<file path="config.mk">
export PLATFORM = sky130hd
export DESIGN_NAME = fft_frame_loader_flat
export DESIGN_NICKNAME = d
export VERILOG_FILES = /design/src/rtl/fft_pkg.sv /design/src/rtl/fft_frame_loader_if.sv /design/src/rtl/fft_frame_loader.sv /design/src/flat_wrapper.sv
export SDC_FILE = /design/constraint.sdc
export NUM_CORES = 2
export LEC_CHECK = 0
export BUFFER_PORTS_ARGS = -buffer_cell sky130_fd_sc_hd__buf_2
export CORE_MARGIN = 2
export CORE_UTILIZATION = 57
export DETAILED_ROUTE_END_ITERATION = 8
export GPL_ROUTABILITY_DRIVEN = 0
export PLACE_DENSITY_LB_ADDON = 0.25
export SKIP_LAST_GASP = 1
export SYNTH_ARGS = -nofsm -noshare
export SYNTH_HDL_FRONTEND = slang
export SYNTH_SLANG_ARGS = --single-unit
</file>
<file path="constraint.sdc">
create_clock -name CLK -period 2.35 [get_ports CLK]
set_input_delay 0.705 -clock CLK [delete_from_list [all_inputs] [get_ports CLK]]
set_output_delay 0.705 -clock CLK [all_outputs]
set_load 0.1 [all_outputs]
</file>
<file path="src/rtl/fft_pkg.sv">
// Shared constants, FSM state type and address-map helper for the FFT frame loader.
package fft_pkg;

   localparam int unsigned DATA_W = 32;
   localparam int unsigned N      = 16;
   localparam int unsigned ADDR_W = 4;

   typedef enum logic [0:0] {
      FILL = 1'b0,
      WAIT = 1'b1
   } state_e;

   function automatic logic [ADDR_W-1:0] bitrev4(input logic [ADDR_W-1:0] x);
      return {x[0], x[1], x[2], x[3]};
   endfunction

endpackage

</file>
<file path="src/rtl/fft_frame_loader_if.sv">
// Serial sample stream (valid/ready with end-of-frame marker) into the FFT frame loader.
interface fft_frame_loader_if;
   import fft_pkg::*;

   logic [DATA_W-1:0] in_data;
   logic              in_valid;
   logic              in_last;
   logic              in_ready;

   modport master (
      output in_data,
      output in_valid,
      output in_last,
      input  in_ready
   );

   modport slave (
      input  in_data,
      input  in_valid,
      input  in_last,
      output in_ready
   );

endinterface

</file>
<file path="src/rtl/fft_frame_loader.sv">
// Double-buffered 16-sample frame assembler feeding the FFT register file.
// Define FFT_LOADER_BITREV_EN for bit-reversed slot addresses; natural order otherwise.
module fft_frame_loader
   import fft_pkg::*;
(
   input  logic                  CLK,
   input  logic                  RST,
   fft_frame_loader_if.slave     in_if,
   output logic [N*DATA_W-1:0]   data_flat,
   output logic [N*ADDR_W-1:0]   add_flat,
   output logic                  frame_valid,
   input  logic                  frame_ack,
   output logic                  frame_err,
   output logic [7:0]            frame_cnt
);

   state_e              state_q, state_d;
   logic [ADDR_W-1:0]   cnt_q, cnt_d;
   logic [DATA_W-1:0]   shadow_q [N];
   logic [DATA_W-1:0]   shadow_d [N];
   logic [DATA_W-1:0]   bank_q [N];
   logic [DATA_W-1:0]   bank_d [N];
   logic                fv_q, fv_d;
   logic                err_q, err_d;
   logic [7:0]          fcnt_q, fcnt_d;
   logic                ready_q, ready_d;
   logic                xfer;
   logic                commit;

   // ready_q is only ever high in FILL, so it alone qualifies a transfer.
   assign xfer = in_if.in_valid && ready_q;

   always_comb begin
      state_d  = state_q;
      cnt_d    = cnt_q;
      shadow_d = shadow_q;
      bank_d   = bank_q;
      fv_d     = fv_q;
      err_d    = 1'b0;
      fcnt_d   = fcnt_q;
      commit   = 1'b0;

      unique case (state_q)
         FILL: begin
            if (xfer) begin
               if (cnt_q != ADDR_W'(N - 1)) begin
                  if (in_if.in_last) begin
                     err_d = 1'b1;
                     cnt_d = '0;
                  end else begin
                     shadow_d[cnt_q] = in_if.in_data;
                     cnt_d           = cnt_q + 1'b1;
                  end
               end else if (!in_if.in_last) begin
                  err_d = 1'b1;
                  cnt_d = '0;
               end else if (!fv_q || frame_ack) begin
                  for (int i = 0; i < N - 1; i++) begin
                     bank_d[i] = shadow_q[i];
                  end
                  bank_d[N-1] = in_if.in_data;
                  fv_d        = 1'b1;
                  fcnt_d      = fcnt_q + 8'd1;
                  cnt_d       = '0;
                  commit      = 1'b1;
               end else begin
                  // Held frame not yet consumed: park the full shadow until ack.
                  shadow_d[N-1] = in_if.in_data;
                  cnt_d         = '0;
                  state_d       = WAIT;
               end
            end
            if (!commit && frame_ack && fv_q) begin
               fv_d = 1'b0;
            end
         end
         WAIT: begin
            if (frame_ack) begin
               bank_d  = shadow_q;
               fcnt_d  = fcnt_q + 8'd1;
               state_d = FILL;
            end
         end
         default: state_d = FILL;
      endcase
   end

   assign ready_d = (state_d == FILL);

   always_ff @(posedge CLK or negedge RST) begin
      if (!RST) begin
         state_q  <= FILL;
         cnt_q    <= '0;
         shadow_q <= '{default: '0};
         bank_q   <= '{default: '0};
         fv_q     <= 1'b0;
         err_q    <= 1'b0;
         fcnt_q   <= '0;
         ready_q  <= 1'b0;
      end else begin
         state_q  <= state_d;
         cnt_q    <= cnt_d;
         shadow_q <= shadow_d;
         bank_q   <= bank_d;
         fv_q     <= fv_d;
         err_q    <= err_d;
         fcnt_q   <= fcnt_d;
         ready_q  <= ready_d;
      end
   end

   for (genvar i = 0; i < N; i++) begin : g_slot
      assign data_flat[i*DATA_W +: DATA_W] = bank_q[i];
`ifdef FFT_LOADER_BITREV_EN
      assign add_flat[i*ADDR_W +: ADDR_W]  = bitrev4(ADDR_W'(i));
`else
      assign add_flat[i*ADDR_W +: ADDR_W]  = ADDR_W'(i);
`endif
   end

   assign in_if.in_ready = ready_q;
   assign frame_valid    = fv_q;
   assign frame_err      = err_q;
   assign frame_cnt      = fcnt_q;

endmodule

</file>
<file path="src/flat_wrapper.sv">
// flat-port wrapper written by rule: the top's interface ports become plain ports
module fft_frame_loader_flat import fft_pkg::*;
  (CLK, RST, data_flat, add_flat, frame_valid, frame_ack, frame_err, frame_cnt, in_if_in_data, in_if_in_valid, in_if_in_last, in_if_in_ready);
  fft_frame_loader_if in_if_i ();
  input  logic CLK;
  input  logic RST;
  output logic [N*DATA_W-1:0] data_flat;
  output logic [N*ADDR_W-1:0] add_flat;
  output logic frame_valid;
  input  logic frame_ack;
  output logic frame_err;
  output logic [7:0] frame_cnt;
  input wire logic [$bits(in_if_i.in_data)-1:0] in_if_in_data;
  input wire logic [$bits(in_if_i.in_valid)-1:0] in_if_in_valid;
  input wire logic [$bits(in_if_i.in_last)-1:0] in_if_in_last;
  output wire logic [$bits(in_if_i.in_ready)-1:0] in_if_in_ready;
  assign in_if_i.in_data = in_if_in_data;
  assign in_if_i.in_valid = in_if_in_valid;
  assign in_if_i.in_last = in_if_in_last;
  assign in_if_in_ready = in_if_i.in_ready;
  fft_frame_loader u_core (.CLK(CLK), .RST(RST), .in_if(in_if_i), .data_flat(data_flat), .add_flat(add_flat), .frame_valid(frame_valid), .frame_ack(frame_ack), .frame_err(frame_err), .frame_cnt(frame_cnt));
endmodule
</file>
### Word-level counts from Yosys, hierarchy flattened

Cells that the tools add are included.

* output and inout port bits: 587
* word-level logic and storage cells: 113
* bits of input ports: 37
* register bits after elaboration: 1040

* add/sub/neg operators: 2
* bitwise operators: 4
* multiplexer cells: 42
* $lt $le $gt $ge: 2
* reductions and logical operators: 16
* eq/ne operators: 9

Operators with widths (count)
* $mux 512: 5
* $pmux 512 s2: 1
* $bwmux 512: 1
* $mux 32: 5
* $demux 32 s4: 1
* $mux 8: 5
* $mux 1: 20
* $pmux 8 s2: 1
* $reduce_and 5->1: 3
* $ne 2x2->1 const B: 5
* $add 8x1->8 const B: 1
* $mux 4: 2
* $reduce_bool 2->1: 4
* $ne 2x1->1 const B: 3
* $ge 5x5->1 const B: 1
* $lt 5x1->1 const B: 1
* $not 4->5: 1
* $add 4x1->4 const B: 1
* $logic_and 1x1->1: 4
* $ne 4x4->1 const B: 1
* $reduce_and 4->1: 1
* $not 1->1: 3
* $logic_not 1->1: 2
* $pmux 1 s2: 1
* other kinds (2): 2

### Logic depth before layout (Yosys ltp)

* depth in word-level cells: 12
* depth in mapped cells: 8
* mapped depth without buffers: 7

### Worst setup path before layout

Ideal clock, no wire load.

* path kind: register -> register
* start point: register u_core.ready_q (netlist: u_core.in_if.in_ready)
* end point: register u_core.shadow_q[117] (netlist name)
* path buffers: 1
* library setup time: 0.125 ns
* cell stages (with the launch flop): 6
* path slack: 0.146 ns
* arrival time: 2.078 ns
* clock period less this slack: 2.204 ns
* required time: 2.225 ns
* cells stage by stage: dfrtp_1 > and4bb_1 > and2_4 > nand2_4 > buf_6 > mux2_4

* word-level cells in the longest chain between the ends: 2

Ends and longest elaborated chain
* from (decl): RTL line fft_frame_loader.sv:26 `logic ready_q, ready_d;`
* from (signal assigned): RTL line fft_frame_loader.sv:108 `ready_q <= ready_d;`
* $logic_and 1x1->1: RTL line fft_frame_loader.sv:31 `assign xfer = in_if.in_valid && ready_q;`
* $reduce_and 4->1 (no line)
* to (signal assigned): RTL line fft_frame_loader.sv:103 `shadow_q <= shadow_d;`
* to (decl): RTL line fft_frame_loader.sv:19 `logic [DATA_W-1:0] shadow_q [N];`

No other way between the ends.
A chain may end at the register's enable or synchronous reset.

### Final worst setup path

* start point: register u_core.fv_q (netlist: u_core.frame_valid)
* end point: output port frame_valid

RTL lines
* from (decl): RTL line fft_frame_loader.sv:23 `logic fv_q, fv_d;`
* from (signal assigned): RTL line fft_frame_loader.sv:105 `fv_q <= fv_d;`
* to (decl): RTL line flat_wrapper.sv:9 `output logic frame_valid;`

No word-level cell between the ends.

==> impl_metrics.toml <==
[worst_hold_path]
min_from = "frame_ack"
hold_path_class = "in -> reg"
whs_endpoint = "u_core.state_q$_DFF_PN0_"
holdPathStages = 2

[timing]
fmax_ghz = 0.4349
whs_ns = 0.3339
max_slew.worst_pin.slew_ns = 0.7143
relSlewSlack_pct = 52.38
rsz0062_at_grt = "no"
clock_skew_ns = 0.02351
tns_ns = 0
period_needed_ns = 2.299
setup_viol = 0
hold_viol_final = 0
min_period_over_period_pct = 97.85
maxSlewViolCount = 0

[worst_setup_path]
crit_fanout = 5
end_kind = "output pin"
crit_buf_inv = 1
critical_path.max_stage_delay_ns = 0.50
path_cells = "buf_2"
cp_slowest_cell = "buf_2"
r2r-start = "u_core.cnt_q[0]$_DFFE_PN0P_"
startpoint_type = "flip-flop"
critical_path_arrival_ns = 1.59
crit_type = "reg -> out"
reg2reg_to = "u_core.shadow_q[20]$_DFFE_PN0P_"
rrSetupSlack_ns = 0.24
crit_family = "buffers and inverters"
worstPathRequired_ns = 1.64
rr_worst_depth = 8

[power]
internal-power_w = 0.03132
peakVddDrop_uv = 704.6
p_sw_w = 0.01001
pwr-share-clk_pct = 40.0
p_leak_nw = 27.42
seq_power_share_pct = 51.0
power_density_nw_per_um2 = 867.7
power_switching_share_pct = 24.22
comb_power_share_pct = 9.0

[synth]
syn_area_per_cell_um2 = 11.74
syn_area_um2 = 40360
yosysTopAreaCell = "dfrtp_1"
yosys_warnings = 0
synthTopCellsByArea = "dfrtp_1 (64%), nand2_1 (14%), mux2_2 (13%)"
syn_inst = 3438
yosysSeqAreaShare_pct = 64.49
synth-edff-count = 0
synth-main-ff-cell = "dfrtp_1"
synth.top_cell.area_share_pct = 64.49
synth_seq_cells = 1040
ys_types = 40
synth_async_sr_flop_share_pct = 100.0

[cts]
clkSlewWorstSetupHoldPaths_ns = 0.07
cts-buffers-inserted = 101
htreeDepth = 3
cts.sinks = 1040
cts_root_buffer = "clkbuf_16"
cts_tree = "done"
cts_buffer_depth = 3
worstSkewPairLatency_ns = 0.66

[detailed_routing]
ant_nets = 0
met1Wirelength_um = 44190
dr.pass1.iters = 5
routed_via_density = 5.378
drt_wl_total_um = 107600
vias = 27000
wl_per_cell_um = 21.43
drc = 0
top_layer = "met4"
dr_wl_met3_um = 6219
wl_met2_um = 52460
first_iter_violations = 2045

[final_layout]
final_cell_mix = "nand2_1 (1479), dfrtp_1 (1039), buf_2 (557), mux2_2 (478), clkbuf_16 (101)"
area_delta_synth_final_pct = 18.01
drive_above_1_share_pct = 33.16
final_nets = 4040
seq_area_um2 = 26030
n_fill_cell = 5214
stdcell_count = 5020
final_common_cell = "nand2_1"
multiInputGateArea_um2 = 12790

[floorplan]
dieArea_um2 = 72950
die_height_um = 270.1
coreArea_um2 = 70030
dieWidth_um = 270.1
pin_count = 624
num_rows = 97
start_util_pct = 57.63

[status]
run_status = "finished, final reports clean"

[global_route]
overflow = 0
grt_pass1_wl_um = 165300
antenna_found_initial = 4
grt_max_degree = 99
grt_pass1_vias = 27360
grt.total_usage_pct = 29.69

[place]
placed_cells = 4833
io_buffer_count = 559
hpwl_um = 71000

[flow_run]
max_cap_viol_count = 0
[logic make-up after synthesis]
group | after synthesis | synth area share [%]
adders and majority gates | 6 | 0.1860
buffers and inverters | 269 | 4.452
other | 2 | 0.01861
and+or+nand+nor | 1527 | 14.76
muxes | 544 | 15.34
DFF | 1040 | 64.49
AOI/OAI and AO/OA | 43 | 0.6076
xor gates and xnor gates | 7 | 0.1519
[per-layer routing]
layer,up-vias,global-route usage (%)
li1,11990,-
met1,13850,39.49
met2,929,48.23
met3,235,4.943
met4,0,13.71
met5,-,0
[power by group through the flow]
stage / combinational (W) / sequential, W / clock [W]
after global routing: 0.00400 / 0.0213 / 0.0174
after floorplan: 0.00272 / 0.0211 / 0
after detailed placement: 0.00374 / 0.0214 / 0
final: 0.00371 / 0.0211 / 0.0165
after CTS: 0.00376 / 0.0211 / 0.0167
after global placement: 0.00359 / 0.0213 / 0
[Yosys cell counts (2+ instances only)]
| master | n |
|---|---|
| a31oi_1 | 2 |
| and2_4 | 4 |
| and2b_1 | 2 |
| and3_1 | 2 |
| buf_2 | 95 |
| buf_4 | 82 |
| buf_6 | 48 |
| clkbuf_1 | 39 |
| conb_1 | 2 |
| dfrtp_1 | 1040 |
| ha_1 | 6 |
| inv_1 | 5 |
| mux2_1 | 6 |
| mux2_2 | 478 |
| mux2_4 | 28 |
| mux2i_1 | 32 |
| nand2_1 | 1479 |
| nand2_4 | 15 |
| nand3_1 | 4 |
| nand4_1 | 4 |
| nor2_1 | 5 |
| nor2_4 | 2 |
| nor3_1 | 2 |
| o21ai_0 | 35 |
| xnor2_1 | 6 |
[repair_timing]
item                                   CTS  global route
endpoints found under the hold margin   15             0
resized for setup                        0             1
hold buffers                             1             0
setup endpoints to repair                0             1
buffers inserted                         0             0
[sequential cells by signal, indices dropped and copies added (netlist names)]
signal,flops
u_core.frame_cnt,8
u_core.state_q,1
u_core.data_flat,512
u_core.frame_err,1
u_core.in_if.in_ready,1
u_core.cnt_q,4
u_core.shadow_q,512
u_core.frame_valid,1
[layout make-up]
type	count	area share (%)
flip-flops and latches	1040	54.65
repair buffers	658	8.806
clock buffers	151	6.310
diodes	3	0.01576
multi-input cells	2191	26.85
well taps	940	2.469
inverters	5	0.03941
clock inverters	32	0.8617
[how the worst max path moves through the flow]
stage | slack [ns] | depth (start not counted) | end | startpoint
global route | 0.02 | 1 | frame_valid | u_core.frame_valid$_DFFE_PN0P_
detailed placement | 0.05 | 5 | u_core.shadow_q[51]$_DFFE_PN0P_ | in_if_in_last
CTS | 0.01 | 1 | frame_valid | u_core.frame_valid$_DFFE_PN0P_
floorplan | 0.15 | 5 | u_core.shadow_q[117]$_DFFE_PN0P_ | u_core.in_if.in_ready$_DFF_PN0_
global placement | 0.06 | 5 | u_core.shadow_q[129]$_DFFE_PN0P_ | in_if_in_valid
finish | 0.05 | 1 | frame_valid | u_core.frame_valid$_DFFE_PN0P_
[stage by stage]
step                cell area, um^2  power [W]  utilization [%]  worst slack [ns]
global placement              44190    0.02485            63.10           0.05511
finish                        47630    0.04132            68.01           0.05057
detailed placement            44190    0.02509            63.10           0.05150
CTS                           47620    0.04156            68.00           0.01041
floorplan                     40590    0.02383                -            0.1464
global route                  47630    0.04273            68.01           0.01725
(Power assumes the default switching activity.)
